==> src/rtl/dma_copy_pkg.sv <==
// Shared definitions for the dma_copy block: FSM states, register map
// offsets and status word layout.
package dma_copy_pkg;

    typedef enum logic [1:0] {
        ST_IDLE  = 2'd0,
        ST_RUN   = 2'd1,
        ST_FLUSH = 2'd2
    } dma_state_e;

    // Slave register offsets (word addresses on the 4-bit slave bus)
    localparam logic [3:0] REG_CTRL        = 4'd0;
    localparam logic [3:0] REG_DEST        = 4'd1;
    localparam logic [3:0] REG_SRC         = 4'd2;
    localparam logic [3:0] REG_NUM         = 4'd3;
    localparam logic [3:0] REG_SRC_STRIDE  = 4'd4;
    localparam logic [3:0] REG_DEST_STRIDE = 4'd5;
    localparam logic [3:0] REG_IRQ         = 4'd6;

    // Status word layout
    localparam int STAT_BUSY_BIT = 31;
    localparam int STAT_DONE_BIT = 30;
    localparam int STAT_CNT_W    = 30;

    // Interrupt control register bits
    localparam int IRQ_EN_BIT  = 0;
    localparam int IRQ_CLR_BIT = 1;

    function automatic logic [31:0] pack_status(input logic busy,
                                                input logic done,
                                                input logic [STAT_CNT_W-1:0] cnt);
        return {busy, done, cnt};
    endfunction

endpackage

==> src/rtl/dma_copy_if.sv <==
// Bus bundle for dma_copy: the register slave port and the memory master port.
//
// Handshake: both ports use waitrequest-style flow control. A requester
// raises read or write together with address (and writedata) and must hold
// all of them unchanged while waitrequest is high; the transfer completes on
// the rising edge where the request is high and waitrequest is low. Read data
// on the master port returns later, one word per cycle with readdatavalid, in
// request order. On the slave port read data is valid the cycle after the
// read is accepted.
//
// Modport "master" is the DMA engine's view (drives the memory request and
// answers the register bus); modport "slave" is the environment's view.
interface dma_copy_if #(
    parameter int DATA_W = 32
);
    logic              slave_waitrequest;
    logic [3:0]        slave_address;
    logic              slave_read;
    logic [31:0]       slave_readdata;
    logic              slave_write;
    logic [31:0]       slave_writedata;

    logic              master_waitrequest;
    logic [31:0]       master_address;
    logic              master_read;
    logic [DATA_W-1:0] master_readdata;
    logic              master_readdatavalid;
    logic              master_write;
    logic [DATA_W-1:0] master_writedata;

    modport master (
        output slave_waitrequest,
        input  slave_address,
        input  slave_read,
        output slave_readdata,
        input  slave_write,
        input  slave_writedata,
        input  master_waitrequest,
        output master_address,
        output master_read,
        input  master_readdata,
        input  master_readdatavalid,
        output master_write,
        output master_writedata
    );

    modport slave (
        input  slave_waitrequest,
        output slave_address,
        output slave_read,
        input  slave_readdata,
        output slave_write,
        output slave_writedata,
        output master_waitrequest,
        input  master_address,
        input  master_read,
        output master_readdata,
        output master_readdatavalid,
        input  master_write,
        input  master_writedata
    );

endinterface

==> src/rtl/dma_fifo.sv <==
// Read-data buffer for dma_copy: synchronous FIFO with first-word
// fall-through output, full/empty flags and an occupancy count.
module dma_fifo #(
    parameter int WIDTH = 32,
    parameter int DEPTH = 8
) (
    input  logic                     clk,
    input  logic                     rst_n,
    input  logic                     push,
    input  logic [WIDTH-1:0]         wr_data,
    input  logic                     pop,
    output logic [WIDTH-1:0]         rd_data,
    output logic                     full,
    output logic                     empty,
    output logic [$clog2(DEPTH):0]   count
);

    localparam int AW = $clog2(DEPTH);
    localparam logic [AW:0] FULL_CNT = (AW+1)'(DEPTH);

    logic [WIDTH-1:0] mem [DEPTH];
    logic [AW-1:0]    wr_ptr;
    logic [AW-1:0]    rd_ptr;
    logic [AW:0]      cnt;
    logic             push_ok;
    logic             pop_ok;

    assign push_ok = push && !full;
    assign pop_ok  = pop && !empty;
    assign full    = (cnt == FULL_CNT);
    assign empty   = (cnt == '0);
    assign count   = cnt;
    assign rd_data = mem[rd_ptr];

    // Storage array write; contents need no reset since pointers gate reads
    always_ff @(posedge clk) begin
        if (push_ok) begin
            mem[wr_ptr] <= wr_data;
        end
    end

    // Pointer and occupancy bookkeeping; pointers wrap naturally (power-of-2 depth)
    always_ff @(posedge clk or negedge rst_n) begin
        if (!rst_n) begin
            wr_ptr <= '0;
            rd_ptr <= '0;
            cnt    <= '0;
        end else begin
            if (push_ok) wr_ptr <= wr_ptr + 1'b1;
            if (pop_ok)  rd_ptr <= rd_ptr + 1'b1;
            case ({push_ok, pop_ok})
                2'b10:   cnt <= cnt + 1'b1;
                2'b01:   cnt <= cnt - 1'b1;
                default: cnt <= cnt;
            endcase
        end
    end

endmodule

==> src/rtl/dma_copy.sv <==
// dma_copy: register-programmed strided memory-to-memory copy engine.
// Reads words from src with src_stride, buffers them in dma_fifo and writes
// them to dest with dest_stride. Optional interrupt support is compiled in
// with the macro DMA_COPY_IRQ_EN (adds irq output and register 6).
module dma_copy
    import dma_copy_pkg::*;
#(
    parameter int DATA_W     = 32,
    parameter int FIFO_DEPTH = 8
) (
    input  logic        clk,
    input  logic        rst_n,
    dma_copy_if.master  bus,
`ifdef DMA_COPY_IRQ_EN
    output logic        irq,
`endif
    output dma_state_e  dbg_state
);

    localparam int              FC_W       = $clog2(FIFO_DEPTH) + 1;
    localparam int              CNT_W      = $clog2(FIFO_DEPTH) + 2;
    localparam logic [31:0]     WORD_BYTES = 32'(DATA_W / 8);
    localparam logic [CNT_W-1:0] DEPTH_C   = CNT_W'(FIFO_DEPTH);

    dma_state_e state_q;
    dma_state_e state_d;

    // Programmed registers (frozen while a copy is running)
    logic [31:0] dest_r;
    logic [31:0] src_r;
    logic [31:0] num_r;
    logic [31:0] src_stride_r;
    logic [31:0] dest_stride_r;
    logic        done_r;
`ifdef DMA_COPY_IRQ_EN
    logic        irq_en_r;
`endif

    // Copy progress
    logic [31:0]      rd_addr;
    logic [31:0]      wr_addr;
    logic [31:0]      rd_issued;
    logic [31:0]      wr_count;
    logic [CNT_W-1:0] outstanding;

    // Master request register (held stable while waitrequest is high)
    logic              mst_read_q;
    logic              mst_write_q;
    logic [31:0]       mst_addr_q;
    logic [DATA_W-1:0] mst_wdata_q;

    logic [31:0] rdata_q;

    // FIFO
    logic              fifo_push;
    logic              fifo_pop;
    logic [DATA_W-1:0] fifo_rdata;
    logic              fifo_full;
    logic              fifo_empty;
    logic [FC_W-1:0]   fifo_count;

    // Control decode
    logic             busy;
    logic             ctrl_wr;
    logic             start;
    logic             m_free;
    logic             rd_accept;
    logic             wr_accept;
    logic             last_wr;
    logic             reads_left;
    logic             issue_wr;
    logic             issue_rd;
    logic [CNT_W-1:0] in_use;
    logic [31:0]      src_step;
    logic [31:0]      dest_step;

    assign busy    = (state_q != ST_IDLE);
    assign ctrl_wr = bus.slave_write && (bus.slave_address == REG_CTRL);
    // A start request while busy is stalled on the bus until the copy ends
    assign start   = ctrl_wr && !busy;

    assign m_free     = !(mst_read_q || mst_write_q) || !bus.master_waitrequest;
    assign rd_accept  = mst_read_q && !bus.master_waitrequest;
    assign wr_accept  = mst_write_q && !bus.master_waitrequest;
    assign last_wr    = wr_accept && (wr_count == (num_r - 32'd1));
    assign reads_left = (rd_issued != num_r);

    // Space already claimed: reads in flight, words buffered, and a read
    // still waiting in the request register.
    assign in_use = outstanding + CNT_W'(fifo_count) + CNT_W'(mst_read_q);

    // Writes drain the buffer first; reads only when the buffer is empty
    assign issue_wr = busy && m_free && !fifo_empty;
    assign issue_rd = (state_q == ST_RUN) && m_free && fifo_empty && !fifo_full
                      && reads_left && (in_use < DEPTH_C);

    // Only accept read data we are actually waiting for; responses to reads
    // abandoned by a reset arrive with outstanding == 0 and are dropped.
    assign fifo_push = bus.master_readdatavalid && (outstanding != '0);
    assign fifo_pop  = issue_wr;

    assign src_step  = src_stride_r * WORD_BYTES;
    assign dest_step = dest_stride_r * WORD_BYTES;

    assign bus.slave_waitrequest = ctrl_wr && busy;
    assign bus.slave_readdata    = rdata_q;
    assign bus.master_read       = mst_read_q;
    assign bus.master_write      = mst_write_q;
    assign bus.master_address    = mst_addr_q;
    assign bus.master_writedata  = mst_wdata_q;
    assign dbg_state             = state_q;

`ifdef DMA_COPY_IRQ_EN
    assign irq = done_r & irq_en_r;
`endif

    dma_fifo #(
        .WIDTH (DATA_W),
        .DEPTH (FIFO_DEPTH)
    ) u_fifo (
        .clk     (clk),
        .rst_n   (rst_n),
        .push    (fifo_push),
        .wr_data (bus.master_readdata),
        .pop     (fifo_pop),
        .rd_data (fifo_rdata),
        .full    (fifo_full),
        .empty   (fifo_empty),
        .count   (fifo_count)
    );

    // FSM state register
    always_ff @(posedge clk or negedge rst_n) begin
        if (!rst_n) state_q <= ST_IDLE;
        else        state_q <= state_d;
    end

    // FSM next state: run while reads remain, flush until the last write lands
    always_comb begin
        state_d = state_q;
        case (state_q)
            ST_IDLE: begin
                if (start && (num_r != '0)) state_d = ST_RUN;
            end
            ST_RUN: begin
                if (last_wr)          state_d = ST_IDLE;
                else if (!reads_left) state_d = ST_FLUSH;
            end
            ST_FLUSH: begin
                if (last_wr) state_d = ST_IDLE;
            end
            default: state_d = ST_IDLE;
        endcase
    end

    // Programmable registers; writes to 1-5 are accepted but ignored while busy
    always_ff @(posedge clk or negedge rst_n) begin
        if (!rst_n) begin
            dest_r        <= '0;
            src_r         <= '0;
            num_r         <= '0;
            src_stride_r  <= '0;
            dest_stride_r <= '0;
        end else if (bus.slave_write && !busy) begin
            case (bus.slave_address)
                REG_DEST:        dest_r        <= bus.slave_writedata;
                REG_SRC:         src_r         <= bus.slave_writedata;
                REG_NUM:         num_r         <= bus.slave_writedata;
                REG_SRC_STRIDE:  src_stride_r  <= bus.slave_writedata;
                REG_DEST_STRIDE: dest_stride_r <= bus.slave_writedata;
                default: ;
            endcase
        end
    end

`ifdef DMA_COPY_IRQ_EN
    // Interrupt enable, writable at any time
    always_ff @(posedge clk or negedge rst_n) begin
        if (!rst_n) begin
            irq_en_r <= 1'b0;
        end else if (bus.slave_write && (bus.slave_address == REG_IRQ)) begin
            irq_en_r <= bus.slave_writedata[IRQ_EN_BIT];
        end
    end
`endif

    // Sticky done: cleared by start, set by the final write (or an empty copy)
    always_ff @(posedge clk or negedge rst_n) begin
        if (!rst_n) begin
            done_r <= 1'b0;
        end else if (start) begin
            done_r <= (num_r == '0);
        end else if (last_wr) begin
            done_r <= 1'b1;
`ifdef DMA_COPY_IRQ_EN
        end else if (bus.slave_write && (bus.slave_address == REG_IRQ)
                     && bus.slave_writedata[IRQ_CLR_BIT]) begin
            done_r <= 1'b0;
`endif
        end
    end

    // Count reads accepted by memory but not yet returned
    always_ff @(posedge clk or negedge rst_n) begin
        if (!rst_n) begin
            outstanding <= '0;
        end else begin
            case ({rd_accept, fifo_push})
                2'b10:   outstanding <= outstanding + 1'b1;
                2'b01:   outstanding <= outstanding - 1'b1;
                default: outstanding <= outstanding;
            endcase
        end
    end

    // Master request issue, address generation and progress counters
    always_ff @(posedge clk or negedge rst_n) begin
        if (!rst_n) begin
            rd_addr     <= '0;
            wr_addr     <= '0;
            rd_issued   <= '0;
            wr_count    <= '0;
            mst_read_q  <= 1'b0;
            mst_write_q <= 1'b0;
            mst_addr_q  <= '0;
            mst_wdata_q <= '0;
        end else begin
            if (start) begin
                rd_addr   <= src_r;
                wr_addr   <= dest_r;
                rd_issued <= '0;
                wr_count  <= '0;
            end
            if (wr_accept) begin
                wr_count <= wr_count + 32'd1;
            end
            if (m_free) begin
                mst_read_q  <= 1'b0;
                mst_write_q <= 1'b0;
                if (issue_wr) begin
                    mst_write_q <= 1'b1;
                    mst_addr_q  <= wr_addr;
                    mst_wdata_q <= fifo_rdata;
                    wr_addr     <= wr_addr + dest_step;
                end else if (issue_rd) begin
                    mst_read_q <= 1'b1;
                    mst_addr_q <= rd_addr;
                    rd_addr    <= rd_addr + src_step;
                    rd_issued  <= rd_issued + 32'd1;
                end
            end
        end
    end

    // Registered slave read data; status never stalls
    always_ff @(posedge clk or negedge rst_n) begin
        if (!rst_n) begin
            rdata_q <= '0;
        end else if (bus.slave_read) begin
            case (bus.slave_address)
                REG_CTRL:        rdata_q <= pack_status(busy, done_r, wr_count[STAT_CNT_W-1:0]);
                REG_DEST:        rdata_q <= dest_r;
                REG_SRC:         rdata_q <= src_r;
                REG_NUM:         rdata_q <= num_r;
                REG_SRC_STRIDE:  rdata_q <= src_stride_r;
                REG_DEST_STRIDE: rdata_q <= dest_stride_r;
`ifdef DMA_COPY_IRQ_EN
                REG_IRQ:         rdata_q <= {31'd0, irq_en_r};
`endif
                default:         rdata_q <= '0;
            endcase
        end
    end

endmodule

==> src/flat_wrapper.sv <==
// flat-port wrapper written by rule: the top's interface ports become plain ports
module dma_copy_flat import dma_copy_pkg::*;
#(
    parameter int DATA_W     = 32,
    parameter int FIFO_DEPTH = 8
)
  (clk, rst_n, dbg_state, bus_slave_waitrequest, bus_slave_address, bus_slave_read, bus_slave_readdata, bus_slave_write, bus_slave_writedata, bus_master_waitrequest, bus_master_address, bus_master_read, bus_master_readdata, bus_master_readdatavalid, bus_master_write, bus_master_writedata);
  dma_copy_if #(.DATA_W(DATA_W)) bus_i ();
  input  logic clk;
  input  logic rst_n;
  output dma_state_e dbg_state;
  output wire logic [$bits(bus_i.slave_waitrequest)-1:0] bus_slave_waitrequest;
  input wire logic [$bits(bus_i.slave_address)-1:0] bus_slave_address;
  input wire logic [$bits(bus_i.slave_read)-1:0] bus_slave_read;
  output wire logic [$bits(bus_i.slave_readdata)-1:0] bus_slave_readdata;
  input wire logic [$bits(bus_i.slave_write)-1:0] bus_slave_write;
  input wire logic [$bits(bus_i.slave_writedata)-1:0] bus_slave_writedata;
  input wire logic [$bits(bus_i.master_waitrequest)-1:0] bus_master_waitrequest;
  output wire logic [$bits(bus_i.master_address)-1:0] bus_master_address;
  output wire logic [$bits(bus_i.master_read)-1:0] bus_master_read;
  input wire logic [$bits(bus_i.master_readdata)-1:0] bus_master_readdata;
  input wire logic [$bits(bus_i.master_readdatavalid)-1:0] bus_master_readdatavalid;
  output wire logic [$bits(bus_i.master_write)-1:0] bus_master_write;
  output wire logic [$bits(bus_i.master_writedata)-1:0] bus_master_writedata;
  assign bus_slave_waitrequest = bus_i.slave_waitrequest;
  assign bus_i.slave_address = bus_slave_address;
  assign bus_i.slave_read = bus_slave_read;
  assign bus_slave_readdata = bus_i.slave_readdata;
  assign bus_i.slave_write = bus_slave_write;
  assign bus_i.slave_writedata = bus_slave_writedata;
  assign bus_i.master_waitrequest = bus_master_waitrequest;
  assign bus_master_address = bus_i.master_address;
  assign bus_master_read = bus_i.master_read;
  assign bus_i.master_readdata = bus_master_readdata;
  assign bus_i.master_readdatavalid = bus_master_readdatavalid;
  assign bus_master_write = bus_i.master_write;
  assign bus_master_writedata = bus_i.master_writedata;
  dma_copy #(.DATA_W(DATA_W), .FIFO_DEPTH(FIFO_DEPTH)) u_core (.clk(clk), .rst_n(rst_n), .bus(bus_i), .dbg_state(dbg_state));
endmodule
==> config.mk <==
export PLATFORM = sky130hd
export DESIGN_NAME = dma_copy_flat
export DESIGN_NICKNAME = d
export VERILOG_FILES = /design/src/rtl/dma_copy_pkg.sv /design/src/rtl/dma_copy_if.sv /design/src/rtl/dma_fifo.sv /design/src/rtl/dma_copy.sv /design/src/flat_wrapper.sv
export SDC_FILE = /design/constraint.sdc
export NUM_CORES = 1
export LEC_CHECK = 0
export CAP_MARGIN = 15
export CORE_MARGIN = 3
export CORE_UTILIZATION = 55
export DETAILED_ROUTE_END_ITERATION = 12
export PLACE_DENSITY = 0.74
export SYNTH_ARGS = -nofsm -noshare
export SYNTH_HDL_FRONTEND = slang
export SYNTH_SLANG_ARGS = --single-unit
==> constraint.sdc <==
create_clock -name clk -period 6 [get_ports clk]
set_clock_uncertainty 0.1 [all_clocks]
set_input_delay 1.2 -clock clk [delete_from_list [all_inputs] [get_ports clk]]
set_output_delay 1.2 -clock clk [all_outputs]
set_load 0.05 [all_outputs]
# == Word level (Yosys, flattened, before mapping) ==
# Memories as Yosys holds them, arrays and structs flattened. A register that Yosys moved wholly into a read port is not among the register bits.
# Cells that the tools add are included.
# Widths: inputs -> output; s select.
# word_totals
ramBits,256
regBits,372
word_cells,127
n_memories,1
out_inout_bits,101
# classes
n_eq_ne,17
reduce_logical,46
muxes,30
order_cmp,1
add_sub_neg,13
# memory_table
memory,words,width,rd,rd_ports_with_merged_regs,wr,line,rtl
u_core.u_fifo.mem,8,32,1,1,1,dma_fifo.sv:21,logic [WIDTH-1:0] mem [DEPTH];
# op_table
cell,count
$mux 32,15
$pmux 32 s6,1
$add 32x1->32 const B,2
$add 32x32->32,2
$eq 32x32->1,1
$logic_not 32->1,1
$ne 32x32->1,1
$reduce_bool 32->1,1
$sub 32x1->32 const B,1
$logic_and 1x1->1,18
$reduce_and 2->1,7
$reduce_bool 2->1,6
$pmux 5 s2,1
$eq 4x2->1 const B,2
$eq 4x3->1 const B,2
$logic_not 4->1,2
$mux 2,4
$pmux 4 s2,1
$mux 1,7
$add 3x1->3 const B,2
$eq 2x1->1 const B,3
$eq 2x2->1 const B,3
$logic_not 1->1,6
$pmux 2 s3,1
other kinds (15),17

# == Longest topological paths before layout ==
# logic_depth
depth_word,11
mapped_depth,13

# == Cells and area by module ==
# From an unflattened synthesis, not the netlist that was laid out.
# unflattened
hier_cells,2649
hier_area_um2,31861.8
# by_module_without_submodules
module,area_per_inst_um2,cells_per_inst,instances
dma_copy,21513.1,2212,1
dma_fifo,10348.7,437,1

# == Worst setup path after synthesis ==
# No wires, ideal clock.
# synth_timing
path_kind,input port to flip-flop
startpoint,in bus_master_readdatavalid
endpoint,mem u_core.u_fifo.mem[4][0] (enable)
path_slack_ps,284
arrival_ps,5102
n_path_buf,0
path_stages,4
setup_ps,513
required_time_ps,5387
cell_sequence,o21ai_0 -> a21oi_1 -> inv_1 -> nor4b_1
# synth_via
elab_chain_len,4
# synth_lines
element,line,rtl
start: declaration,flat_wrapper.sv:22,input wire logic [$bits(bus_i.master_readdatavalid)-1:0] bus_master_readdatavalid;
$logic_and 1x1->1,dma_copy.sv:99,assign fifo_push = bus.master_readdatavalid && (outstanding != '0);
$logic_and 1x1->1,dma_fifo.sv:28,assign push_ok = push && !full;
$mux 1,dma_fifo.sv:37,if (push_ok) begin
$mux 1 (not written as such),dma_fifo.sv:38,mem[wr_ptr] <= wr_data;
end: declaration,dma_fifo.sv:21,
# Every way passes these cells.

# == Final worst setup path ==
# layout_timing
startpoint,in bus_slave_address[3]
endpoint,out bus_slave_waitrequest
# layout_via
elab_chain_len,3
# layout_lines
element,line,rtl
start: declaration,flat_wrapper.sv:13,input wire logic [$bits(bus_i.slave_address)-1:0] bus_slave_address;
$logic_not 4->1,dma_copy.sv:78,assign ctrl_wr = bus.slave_write && (bus.slave_address == REG_CTRL);
$logic_and 1x1->1,dma_copy.sv:78,
$logic_and 1x1->1,dma_copy.sv:105,assign bus.slave_waitrequest = ctrl_wr && busy;
end: declaration,flat_wrapper.sv:12,output wire logic [$bits(bus_i.slave_waitrequest)-1:0] bus_slave_waitrequest;
# Every way passes these cells.

==> results.cfg <==
[run_status]
status = complete, no violations

[sta]
whs_ps = 376
finalCritPeriodShare_pct = 76.2
setup_viol = 0
fmax_mhz = 219
hold_violations = 0
rsz0062_at_grt = false
drv_slew = 0
setup_slack_ps = 1430
fin_crit_ps = 4570
max_slew_margin_pct = 27.1
tns_ps = 0
tightest_slew_ps = 1070

[yosys]
ys_seq_area_share_pct = 56.7
synthAdderAreaFrac_pct = 3.20
synth_fp_nets = 2744
synth-xor-area-share_pct = 4.02
dominantRegCellSynth = dfrtp_1
syn_avg_cell_area_um2 = 12.1
syn-cell-area_um2 = 31400
synth_seq_cells = 660
yosys_warnings = 0
muxShareOfSynthArea_pct = 12.2
async_reset_ff_share_pct = 61.2
synth_compound_area_share_pct = 11.7
synth_edf_count = 256
synth-simple-area-share_pct = 9.43
synthCells = 2592
synth_top_family_by_area = multiplexers
yosysUniqueCellTypes = 75

[worst_hold_path]
min_to = u_core.bus.master_address[12]
hold_start = u_core.bus.master_address[12]
hp-class = reg -> reg
hold-path-cell-count = 2

[global_routing]
grt_max_degree = 144
grt.overflow.total = 0
grt_pass1_wl_um = 135000
first_global_vias = 22700
antenna_found_initial = 4
grtUsageTotal_pct = 29.2

[cts]
cts-root-buf = clkbuf_16
cts_resized = 0
cts_tree = built
insertion_delay_ps = 630
cts_inserted_buffers = 71
cts_sinks = 660
hold_buffers = 0
h-tree-depth = 3
clkTransAtPathRegs_ps = 60
cts_buffer_depth = 3
cts_setup_buffers = 0

[detailed_routing]
drt_pre_antenna_iters = 5
drt_wl_total_um = 87100
antenna_left = 0
wl_per_cell_um = 24.7
viasPerCell = 6.33
drt_iter0_drc = 1971
via_count = 22300
drc = 0

[placed_design]
place_area_um2 = 33900
io_buffer_count = 174
dp.cells = 3397
dp.final_hpwl_um = 57000
place_ws_ps = 1430
place_congestion = 0.943

[worst_setup_path]
critPathMaxFanout = 7
cp-end-kind = primary output
cp-start-kind = input pin
r2r_slack_ps = 1610
cp.arrival_ps = 3270
cp_data_required_time_ps = 4700
r2r-start = u_core.rd_addr[2]
reg2reg_depth = 12
crit_type = in -> out
rr_endpoint = u_core.rd_addr[30]

[power]
p_leak_nw = 14.9
p_per_area_nw_per_um2 = 527
power.total_mw = 19.2
ir_drop_mv = 0.438

[floorplanning]
die_h_um = 245
core_um2 = 55700
die_area_um2 = 60000
die_w_um = 245
pin_count = 175
fp-row-count = 86
start_util_pct = 56.3

[final_layout]
final_common_cell = dfrtp_1
fillers = 4126
multi_input_area_um2 = 12900
regArea_um2 = 17800
instances_no_fill = 3526
syn_to_final_growth_pct = 15.9
postLayoutCellArea_um2 = 36400
nets = 2875
postLayoutCoreUtil_pct = 65.3
final_cell_mix = dfrtp_1 (401), nand2_1 (305), edfxtp_1 (256)
drive_gt1_share_pct = 15.2

[run]
maxCapViolCount = 0
cell usage after synthesis (6+ instances only):
master	instances	share of area (%)
nand2b_1	16	0.32
ha_1	74	2.9
xnor2_1	60	1.7
buf_1	30	0.36
and3_1	27	0.54
nand3_1	51	0.81
or4_1	7	0.17
mux2_2	162	5.8
nor2_1	103	1.2
nor3_1	30	0.48
xor2_1	84	2.3
o21bai_1	6	0.14
o21a_1	12	0.29
dfrtp_1	404	32
a211oi_1	13	0.31
nand4_1	24	0.48
or3_1	11	0.22
a22oi_1	106	2.5
o211ai_1	12	0.29
edfxtp_1	256	24
a21o_1	26	0.62
mux4_2	64	4.6
nor4_1	17	0.34
a21oi_1	74	1.2
clkbuf_1	121	1.4
nor2b_1	9	0.18
nor3b_1	6	0.14
mux2i_1	58	1.8
o21ai_0	141	2.2
o31ai_1	15	0.36
a221oi_1	34	0.95
nand2_1	307	3.7
inv_1	73	0.87
o22ai_1	50	1.0
a31oi_1	34	0.68
cell families after synthesis:
group / count (synthesis)
flops: 660
simple gates: 638
compound gates: 561
mux: 284
buf+inv: 227
xor+xnor: 144
fa+ha+maj: 78
routing by layer:
layer	GRT usage (%)	share of wire (%)	vias to the layer above
li1	-	-	9899
met1	39.1	41	11300
met2	47.1	48	937
met3	7.23	8.3	166
met4	10.3	3.0	6
met5	0	0.087	-
sequential cells by signal, indices dropped and copies added, names as in the netlist:
signal	count
u_core.u_fifo.mem	256
u_core.wr_count	32
u_core.bus.master_read	1
u_core.u_fifo.wr_ptr	3
u_core.src_r	32
u_core.dest_stride_r	32
u_core.wr_addr	32
u_core.rd_issued	32
u_core.src_stride_r	32
u_core.dest_r	32
u_core.dbg_state	2
u_core.num_r	32
u_core.u_fifo.rd_ptr	3
u_core.done_r	1
u_core.rd_addr	32
u_core.outstanding	5
u_core.u_fifo.count	4
u_core.bus.master_address	32
u_core.bus.master_write	1
u_core.bus.slave_readdata	32
u_core.bus.master_writedata	32
final cells by class:
class | instances | share of cell area (%)
Timing Repair Buffer | 212 | 5.69
Clock buffer | 95 | 5.51
Antenna cell | 1 | 0.00688
Inverter | 73 | 0.753
Tap cell | 748 | 2.57
Clock inverter | 32 | 1.21
Sequential cell | 660 | 48.9
Multi-Input combinational cell | 1705 | 35.3
worst max path at each step:
stage | slack (ps) | endpoint | from
after floorplan | 280 | u_core.u_fifo.mem[4][0] | bus_master_readdatavalid
after global placement | 1440 | bus_slave_waitrequest | bus_slave_address[1]
after detailed placement | 1430 | bus_slave_waitrequest | bus_slave_address[3]
after CTS | 1420 | bus_slave_waitrequest | bus_slave_address[3]
after global routing | 1260 | bus_slave_waitrequest | bus_slave_address[3]
final | 1430 | bus_slave_waitrequest | bus_slave_address[3]
worst max-delay path: stages:
cell and delay (ps):
clkdlybuf4s50_1 630, nor4_2 350, o21ai_0 170, nor2_1 110
clkdlybuf4s50_1 810
where the power goes:
part           internal, mW  switching (mW)
Sequential             5.95            1.30
Clock                  2.68            1.87
Combinational          3.11            4.29
Note: power is estimated with default switching activity, not from simulation.
